--- config.mk ---
export PLATFORM = sky130hd
export DESIGN_NAME = uart_rx_os
export DESIGN_NICKNAME = d
export VERILOG_FILES = /design/src/rtl/uart_rx_os.sv
export SDC_FILE = /design/constraint.sdc
export NUM_CORES = 1
export LEC_CHECK = 0
export ABC_AREA = 1
export CORE_ASPECT_RATIO = 0.9
export CORE_MARGIN = 3
export CORE_UTILIZATION = 52
export CTS_CLUSTER_DIAMETER = 80
export DETAILED_ROUTE_END_ITERATION = 10
export GPL_ROUTABILITY_DRIVEN = 0
export PLACE_DENSITY = 0.75
export SYNTH_ARGS = -nofsm -noshare
export SYNTH_HDL_FRONTEND = slang
export SYNTH_SLANG_ARGS = --single-unit
--- constraint.sdc ---
create_clock -name clk -period 1.6 [get_ports clk]
set_clock_uncertainty 0.1 [all_clocks]
set_input_delay 0.48 -clock clk [delete_from_list [all_inputs] [get_ports clk]]
set_output_delay 0.48 -clock clk [all_outputs]
set_load 0.005 [all_outputs]
--- src/rtl/uart_rx_os.sv ---
// Oversampling UART receiver: 3-sample majority vote at bit centre, optional parity,
// 1/2 stop bits, false-start rejection, break detection and a valid/ready output.
//   state  | meaning
//   IDLE   | line idle, waiting for rx_s low
//   START  | validating start bit
//   DATA   | shifting in data bits, LSB first
//   PARITY | sampling parity bit
//   STOP   | sampling stop bit(s)
//   BREAK  | break seen, waiting for line to return high
module uart_rx_os #(
   parameter int CLK_FREQUENCY = 100_000_000,
   parameter int BAUD_RATE     = 115_200,
   parameter int DATA_BITS     = 8,
   parameter int OVERSAMPLE    = 16,
   parameter int PARITY        = 0,
   parameter int STOP_BITS     = 1
) (
   input  logic                 clk,
   input  logic                 reset,
   input  logic                 received_bit,
   output logic [DATA_BITS-1:0] processed_data,
   output logic                 processed_data_valid,
   input  logic                 processed_data_ready,
   output logic                 parity_error,
   output logic                 framing_error,
   output logic                 overrun_error,
   output logic                 break_detect
);
   localparam int TICK_DIV = CLK_FREQUENCY / (BAUD_RATE * OVERSAMPLE);
   localparam int TW = (TICK_DIV > 1) ? $clog2(TICK_DIV) : 1;
   localparam int SW = $clog2(OVERSAMPLE);
   localparam int BW = $clog2(DATA_BITS);

   localparam logic [TW-1:0] TICK_LAST = TW'(TICK_DIV - 1);
   localparam logic [SW-1:0] SMP_LO    = SW'(OVERSAMPLE/2 - 1);
   localparam logic [SW-1:0] SMP_MID   = SW'(OVERSAMPLE/2);
   localparam logic [SW-1:0] SMP_HI    = SW'(OVERSAMPLE/2 + 1);
   localparam logic [SW-1:0] SMP_LAST  = SW'(OVERSAMPLE - 1);
   localparam logic [BW-1:0] DATA_LAST = BW'(DATA_BITS - 1);
   localparam logic [BW-1:0] STOP_LAST = BW'(STOP_BITS - 1);
   localparam logic          ODD       = (PARITY == 1);

   localparam logic [2:0] ST_IDLE   = 3'd0;
   localparam logic [2:0] ST_START  = 3'd1;
   localparam logic [2:0] ST_DATA   = 3'd2;
   localparam logic [2:0] ST_PARITY = 3'd3;
   localparam logic [2:0] ST_STOP   = 3'd4;
   localparam logic [2:0] ST_BREAK  = 3'd5;

   if (TICK_DIV < 1) begin : g_div_check
      $error("uart_rx_os: CLK_FREQUENCY too low for BAUD_RATE*OVERSAMPLE");
   end

   logic                 rx_meta, rx_s;
   logic [TW-1:0]        tick_cnt;
   logic [SW-1:0]        samp_cnt;
   logic [BW-1:0]        bit_cnt;
   logic [2:0]           state;
   logic [DATA_BITS-1:0] shift;
   logic                 s_lo, s_mid, par_bit, pe_pend, fe_pend;
   logic                 tick, resolve, bit_end, maj, par_calc;
   logic                 stop_done, fe_final, is_break, frame_ok;

   always_comb begin
      tick      = (tick_cnt == TICK_LAST);
      resolve   = tick && (samp_cnt == SMP_HI);
      bit_end   = tick && (samp_cnt == SMP_LAST);
      maj       = (s_lo & s_mid) | (s_lo & rx_s) | (s_mid & rx_s);
      par_calc  = (^shift) ^ ODD;
      stop_done = (state == ST_STOP) && resolve && (bit_cnt == STOP_LAST);
      fe_final  = fe_pend | ~maj;
      // A break looks like a frame of all zeros whose stop bit is also low.
      is_break  = stop_done && fe_final && (shift == '0) && ((PARITY == 0) || !par_bit);
      frame_ok  = stop_done && !is_break;
   end

   always_ff @(posedge clk or posedge reset) begin
      if (reset) begin
         rx_meta  <= 1'b1;
         rx_s     <= 1'b1;
         tick_cnt <= '0;
         samp_cnt <= '0;
         bit_cnt  <= '0;
         state    <= ST_IDLE;
         shift    <= '0;
         s_lo     <= 1'b0;
         s_mid    <= 1'b0;
         par_bit  <= 1'b0;
         pe_pend  <= 1'b0;
         fe_pend  <= 1'b0;
      end else begin
         rx_meta  <= received_bit;
         rx_s     <= rx_meta;
         tick_cnt <= tick ? '0 : tick_cnt + 1'b1;
         if (tick) begin
            if (samp_cnt == SMP_LO)  s_lo  <= rx_s;
            if (samp_cnt == SMP_MID) s_mid <= rx_s;
            samp_cnt <= (samp_cnt == SMP_LAST) ? '0 : samp_cnt + 1'b1;
         end
         case (state)
            ST_IDLE: if (!rx_s) begin
               // Restart the bit timing so sampling is centred on this edge.
               state    <= ST_START;
               tick_cnt <= '0;
               samp_cnt <= '0;
               bit_cnt  <= '0;
               pe_pend  <= 1'b0;
               fe_pend  <= 1'b0;
            end
            ST_START: begin
               if (resolve && maj) state <= ST_IDLE;
               else if (bit_end)   state <= ST_DATA;
            end
            ST_DATA: begin
               if (resolve) shift <= {maj, shift[DATA_BITS-1:1]};
               if (bit_end) begin
                  if (bit_cnt == DATA_LAST) begin
                     bit_cnt <= '0;
                     state   <= (PARITY != 0) ? ST_PARITY : ST_STOP;
                  end else begin
                     bit_cnt <= bit_cnt + 1'b1;
                  end
               end
            end
            ST_PARITY: begin
               if (resolve) begin
                  par_bit <= maj;
                  if (maj != par_calc) pe_pend <= 1'b1;
               end
               if (bit_end) state <= ST_STOP;
            end
            ST_STOP: begin
               if (resolve) begin
                  if (!maj) fe_pend <= 1'b1;
                  if (bit_cnt == STOP_LAST) state <= is_break ? ST_BREAK : ST_IDLE;
               end else if (bit_end) begin
                  bit_cnt <= bit_cnt + 1'b1;
               end
            end
            ST_BREAK: if (rx_s) state <= ST_IDLE;
            default:  state <= ST_IDLE;
         endcase
      end
   end

   always_ff @(posedge clk or posedge reset) begin
      if (reset) begin
         processed_data       <= '0;
         processed_data_valid <= 1'b0;
         parity_error         <= 1'b0;
         framing_error        <= 1'b0;
         overrun_error        <= 1'b0;
         break_detect         <= 1'b0;
      end else begin
         overrun_error <= 1'b0;
         break_detect  <= is_break;
         if (processed_data_valid && processed_data_ready) processed_data_valid <= 1'b0;
         if (frame_ok) begin
            if (!processed_data_valid || processed_data_ready) begin
               processed_data       <= shift;
               parity_error         <= pe_pend;
               framing_error        <= fe_final;
               processed_data_valid <= 1'b1;
            end else begin
               overrun_error <= 1'b1;
            end
         end
      end
   end
endmodule

==> qor.csv, run 1 <==
metric,value,unit
share of cells above drive strength 1,34.6,%
Vias,1974,
Netlist cell types,28,
total length of routed wires,5.07,mm
Worst Hold Launch,rx_meta,
final hold vios,0,
GRT Overall Usage,20.1,%
syn_area_per_cell,8.06,sq um
std cell rows,21,
Post-synth EDFFs,0,
mux cell area share after synthesis,0,%
Avg WL per Cell,13.0,um
CTS buffer count,5,
Vias/cell,5.06,
DR iter-0 viols,77,
RSZ-0062 raised after global routing,true,
cells after synthesis,274,
Max stage delay on crit path,0.38,ns
Place WS,-0.142,ns
CP endpoint kind,flop,
Worst Path Max Fanout,6,
Max Cap Viol,0,
Synth Area in Compound Gates,8.84,%
port bufs,16,
Mapped Nets,290,
CORE AREA,3890,sq um
failing checks,setup timing,
Worst Max-Slew Pin Slew,0.326,ns
Multi-input gate area,1180,sq um
clk sinks,43,
Crit Path Class,reg2reg,
most used flip-flop cell after synthesis,dfrtp_1,
register area,1080,sq um
DRT Pass-1 Iters,4,
crit path launch,tick_cnt[1],
full die area,5070,sq um
worst-case clock buffer depth,2,
sequential fraction of the synthesis area,48.8,%
vias in the first global route,1791,
CTS tree,done,
largest net degree at the start of global routing,44,
Starting Density,56.8,%
Final Max Tran Viols,0,
top-area cell type share of the netlist area,46.5,%
largest family of logic cells by synthesized area,simple AND/OR/NAND/NOR gates,
Worst Setup Start Kind,flop,
initial antenna violation count,0,
VDD IR max,0.612,mV
Tmin final,1.71,ns
Die Y,67.8,um
post-synthesis async set-or-reset flop share,100,%
CP bufs+invs,3,
dpl cell area,2740,sq um
hold_buf cts,0,
Root Buffer Master,clkbuf_8,
cell taking the most area after synthesis,dfrtp_1,
Area contributors post-synth,"dfrtp_1, nand2_1, ha_1, inv_1, nor2_1",
Synth Register Bits,43,
die width,74.7,um
worst path cell trace,inv_1 > ha_1 > nand2_2 > nor2_4 > buf_4 > buf_6 > nand2_4 > o21bai_1 > nand2_2 > nand2_1 > o21ai_0,
Post-Syn Area,2210,sq um
Worst Path Required,1.69,ns
leading cell type by number of instances after synthesis,nand2_1,
GR Util met3,4.85,%
ant diodes,0,
Fill cells,258,
final setup margin,-0.111,ns
most frequent cells after synthesis,"nand2_1, dfrtp_1, inv_1, nor2_1, o21ai_0",
met2 usage,32.2,%
Syn-to-layout area delta,40.3,%
Simple-Gate Fraction of Synth Area,27.2,%
outcome,"complete, but fails checks",
"delay-heaviest family, CP",simple AND/OR/NAND/NOR gates,
Final Cell Area,3100,sq um
LEAKAGE,1.68,nW
total grt overflow,0,
Fmax,585,MHz
PD cells,591,nW/um^2
Yosys Warn Count,0,
clock slew at reported path FFs,0.08,ns
Final Power,0.00183,W
Layout Nets,360,
slew margin rel.,78.1,%
DP HPWL,3.23,mm
H-tree Lvls,2,
Synth Area in Adders,6.80,%
Post-route DRC,0,
Worst Path Arrival,1.80,ns
Final Setup Violations,29,
xor and xnor area share after synthesis,0.793,%
"most used cell, CP",nand2_2,
met1 GRT Util,26.0,%
"Clk Latency, worst-skew pair",0.30,ns
first-pass GRT wire length,7.71,mm
CP max-delay cell,dfrtp_1,
Routed Antenna Nets,0,
GRT busiest layer,met2,
final period utilization,107,%
worst reg2reg startpoint,tick_cnt[1],
Hold WC Path Type,reg2reg,
I/O pins,17,
placed cells by master, fill, tap and decap left out, types with 3 or more instances in the layout:
master,Yosys,layout
nand2_1,85,73
buf_4,0,44
dfrtp_1,41,41
inv_1,39,23
nor2_1,24,17
inv_2,0,14
dlygate4sd2_1,0,13
o21ai_1,8,12
o21ai_0,17,11
nand2_2,1,10
nand3_1,12,10
a21oi_1,11,7
ha_1,12,6
clkbuf_8,0,6
nor2_4,2,5
nor2_2,0,5
ha_4,0,5
nand2_4,1,4
nand3_2,1,3
a21oi_2,0,3
clkdlybuf4s50_1,0,3
buf_6,1,3
layer usage:
metal  wire length (um)  vias to the layer above
met5                  0                        -
met4                 86                        0
met3                216                        9
met2               2570                       46
met1               2190                      914
li1                   -                     1005
flip-flops by register name (all words and copies together) (netlist names), 3 cells and up:
register,flops
processed_data,8
shift,8
tick_cnt,6
samp_cnt,4
bit_cnt,3
state,3
logic make-up (layout without fill, tap and decap cells):
| group | Yosys count | count (layout) |
|---|---|---|
| AND/OR/NAND/NOR | 137 | 138 |
| flip-flops | 43 | 43 |
| buffers and inverters | 42 | 111 |
| AO/OA/AOI/OAI | 38 | 38 |
| adder cells (fa/ha/maj) | 12 | 12 |
| XOR/XNOR | 2 | 2 |
power by group:
part	total (W)	switching [W]	leakage [nW]	internal [W]
registers	0.00109	0.00000193	0.579	0.00109
logic	0.0000396	0.0000258	1.06	0.0000138
clock network	0.000700	0.000361	0.0470	0.000339
through the flow:
| step | cells | hold WS, ns | TNS (ns) | utilization (%) |
|---|---|---|---|---|
| 3_5_place_dp | 373 | 0.251 | -1.82 | 70.5 |
| 5_1_grt | 390 | 0.271 | -5.31 | 79.7 |
| 2_1_floorplan | 274 | 0.245 | -0.261 | - |
| 4_1_cts | 384 | 0.261 | -1.04 | 74.8 |
| 3_3_place_gp | 373 | 0.250 | -0.756 | 70.5 |
| 6_report | 390 | 0.259 | -1.33 | 79.7 |
repair_timing:
action / 4_1_cts / 5_1_grt
endpoints found under the setup margin: 35 / 37
pin swaps: 4 / 15
buffers inserted: 3 / 6
resized for setup: 26 / 54
gates cloned: 1 / 0
worst paths after layout:
| kind | to | slack, ns | cells after the start |
|---|---|---|---|
| min in group asynchronous | shift[2] | 0.42 | 3 |
| setup / recovery | bit_cnt[2] | -0.11 | 11 |
| setup reg to reg | bit_cnt[2] | -0.11 | 11 |
| max in group asynchronous | rx_meta | 0.72 | 3 |
| hold reg to reg | rx_s | 0.26 | 0 |
| hold / removal | rx_s | 0.26 | 0 |
cell type report:
cell class | instances | area share (%)
clock buffers | 6 | 2.67
repair buffers | 65 | 17.7
flip-flops and latches | 43 | 34.8
well taps | 46 | 1.86
inverters | 39 | 4.81
multi-input cells | 190 | 38.0
clock inverters | 1 | 0.162
No activity file was read; power rests on OpenSTA's default activity.
==> inputs of run 2 (changes only) <==
--- a/config.mk
+++ b/config.mk
@@ -12,6 +12,7 @@
 export CTS_CLUSTER_DIAMETER = 80
 export DETAILED_ROUTE_END_ITERATION = 10
 export GPL_ROUTABILITY_DRIVEN = 0
+export GPL_TIMING_DRIVEN = 0
 export PLACE_DENSITY = 0.75
 export SYNTH_ARGS = -nofsm -noshare
 export SYNTH_HDL_FRONTEND = slang
==> run 2 against run 1 <==
Net effect: the run still ends with setup timing left; wire length is 3.0% lower; total power up 16%; critical path type unchanged; non-clock buffer count shrank 22; highest routed layer unchanged; worst setup slack worse by 0.067 ns; critical endpoint is now framing_error; sequential power about the same; global-route usage decreased by 1.1 points.
==> qor.csv, run 2 (same netlist as run 1, synthesis figures left out) <==
metric,value,unit
biggest regs,"processed_data: 8 flops, shift: 8 flops, tick_cnt: 6 flops",
Fill cells,288,
Worst Max-Slew Pin Slew,0.878,ns
CTS tree,done,
Routed Antenna Nets,0,
"commonest non-fill, non-tap cell in the layout",nand2_1,
Worst Path Arrival,1.91,ns
full die area,5070,sq um
Vias,1913,
PD cells,723,nW/um^2
Final Max Tran Viols,0,
Layout Nets,337,
Syn-to-layout area delta,32.6,%
DR iter-0 viols,115,
Hold WC Path Type,reg2reg,
Worst Setup Start Kind,flop,
largest net degree at the start of global routing,44,
Max Cap Viol,0,
Vias/cell,5.20,
DRT Pass-1 Iters,4,
total length of routed wires,4.92,mm
setup tns final,-2.91,ns
final period utilization,111,%
Place WS,-0.331,ns
ant diodes,0,
Post-route DRC,0,
clk sinks,43,
die width,74.7,um
total grt overflow,0,
Worst Path Required,1.74,ns
vias in the first global route,1724,
final setup margin,-0.178,ns
Avg WL per Cell,13.4,um
outcome,"complete, but fails checks",
Worst Path Max Fanout,10,
Final Setup Violations,29,
DP HPWL,2.76,mm
worst-case clock buffer depth,2,
Tmin final,1.78,ns
final hold vios,0,
clock slew at reported path FFs,0.09,ns
Starting Density,56.8,%
VDD IR max,0.864,mV
initial antenna violation count,0,
LEAKAGE,1.59,nW
CP endpoint kind,flop,
failing checks,setup timing,
CTS buffer count,5,
CORE AREA,3890,sq um
Fmax,562,MHz
first-pass GRT wire length,7.38,mm
share of cells above drive strength 1,26.4,%
port bufs,16,
Die Y,67.8,um
H-tree Lvls,2,
std cell rows,21,
Root Buffer Master,clkbuf_8,
GRT Overall Usage,19.0,%
Crit Path Class,reg2reg,
RSZ-0062 raised after global routing,true,
I/O pins,17,
"Clk Latency, worst-skew pair",0.29,ns
slew margin rel.,41.4,%
most frequent cells in the layout,"nand2_1, dfrtp_1, inv_1",
==> run 2: where the power goes <==
part	internal, W	switching, W
clock	0.000624	0.000372
combinational	0.00000714	0.0000230
sequential	0.00109	0.00000187
total	0.00172	0.000397
==> run 2: through the flow <==
stage | total power, W | hold WS, ns | std cells | utilization (%) | cell area [sq um]
after floorplan | 0.00113 | 0.245 | 274 | - | 2220
after CTS | 0.00213 | 0.259 | 355 | 69.1 | 2690
after global routing | 0.00218 | 0.268 | 368 | 75.3 | 2930
after global placement | 0.00114 | 0.245 | 336 | 62.6 | 2440
final | 0.00212 | 0.258 | 368 | 75.3 | 2930
after detailed placement | 0.00115 | 0.247 | 336 | 62.6 | 2440
==> run 2: routing by layer <==
| metal | GRT usage [%] | up-vias | wire length, um |
|---|---|---|---|
| li1 | - | 953 | - |
| met1 | 23.5 | 908 | 2140 |
| met2 | 33.0 | 41 | 2530 |
| met3 | 3.96 | 11 | 179 |
| met4 | 6.67 | 0 | 71 |
| met5 | 0 | - | 0 |
==> run 2: worst max-delay path: stages, from the launching register on <==
cell     delay (ns)
dfrtp_1        0.39
inv_1          0.06
ha_2           0.17
nand2_2        0.07
nor2_4         0.15
nand2_4        0.10
nor3_4         0.17
nand2_4        0.10
nor2_4         0.22
nand2_1        0.11
nand2_1        0.09
==> run 2: cell type report <==
class | instances | area [sq um] | share of cell area (%)
Timing Repair Buffer | 40 | 333 | 11.4
Clock buffer | 6 | 72.6 | 2.48
Clock inverter | 2 | 60.1 | 2.05
Buffer | 3 | 26.3 | 0.897
Inverter | 39 | 149 | 5.09
Tap cell | 46 | 57.6 | 1.97
Multi-Input combinational cell | 189 | 1150 | 39.3
Sequential cell | 43 | 1080 | 36.8
==> run 2: path summary, 6_finish.rpt <==
kind / endpoint / from / cells past startpoint / slack (ns)
setup / recovery: framing_error / tick_cnt[1] / 10 / -0.18
hold / removal: rx_s / rx_meta / 0 / 0.26
setup reg to reg: framing_error / tick_cnt[1] / 10 / -0.18
hold reg to reg: rx_s / rx_meta / 0 / 0.26
max in group asynchronous: samp_cnt[3] / reset / 2 / 0.26
min in group asynchronous: shift[5] / reset / 2 / 0.59
==> run 2: timing repair <==
item                                    4_1_cts  5_1_grt
pin swaps                                     4       21
hold buffers                                  0        0
setup buffers                                11       11
cloned                                        0        2
resized for setup                            25       54
hold endpoints to repair                      0        0
endpoints found under the setup margin       41       38
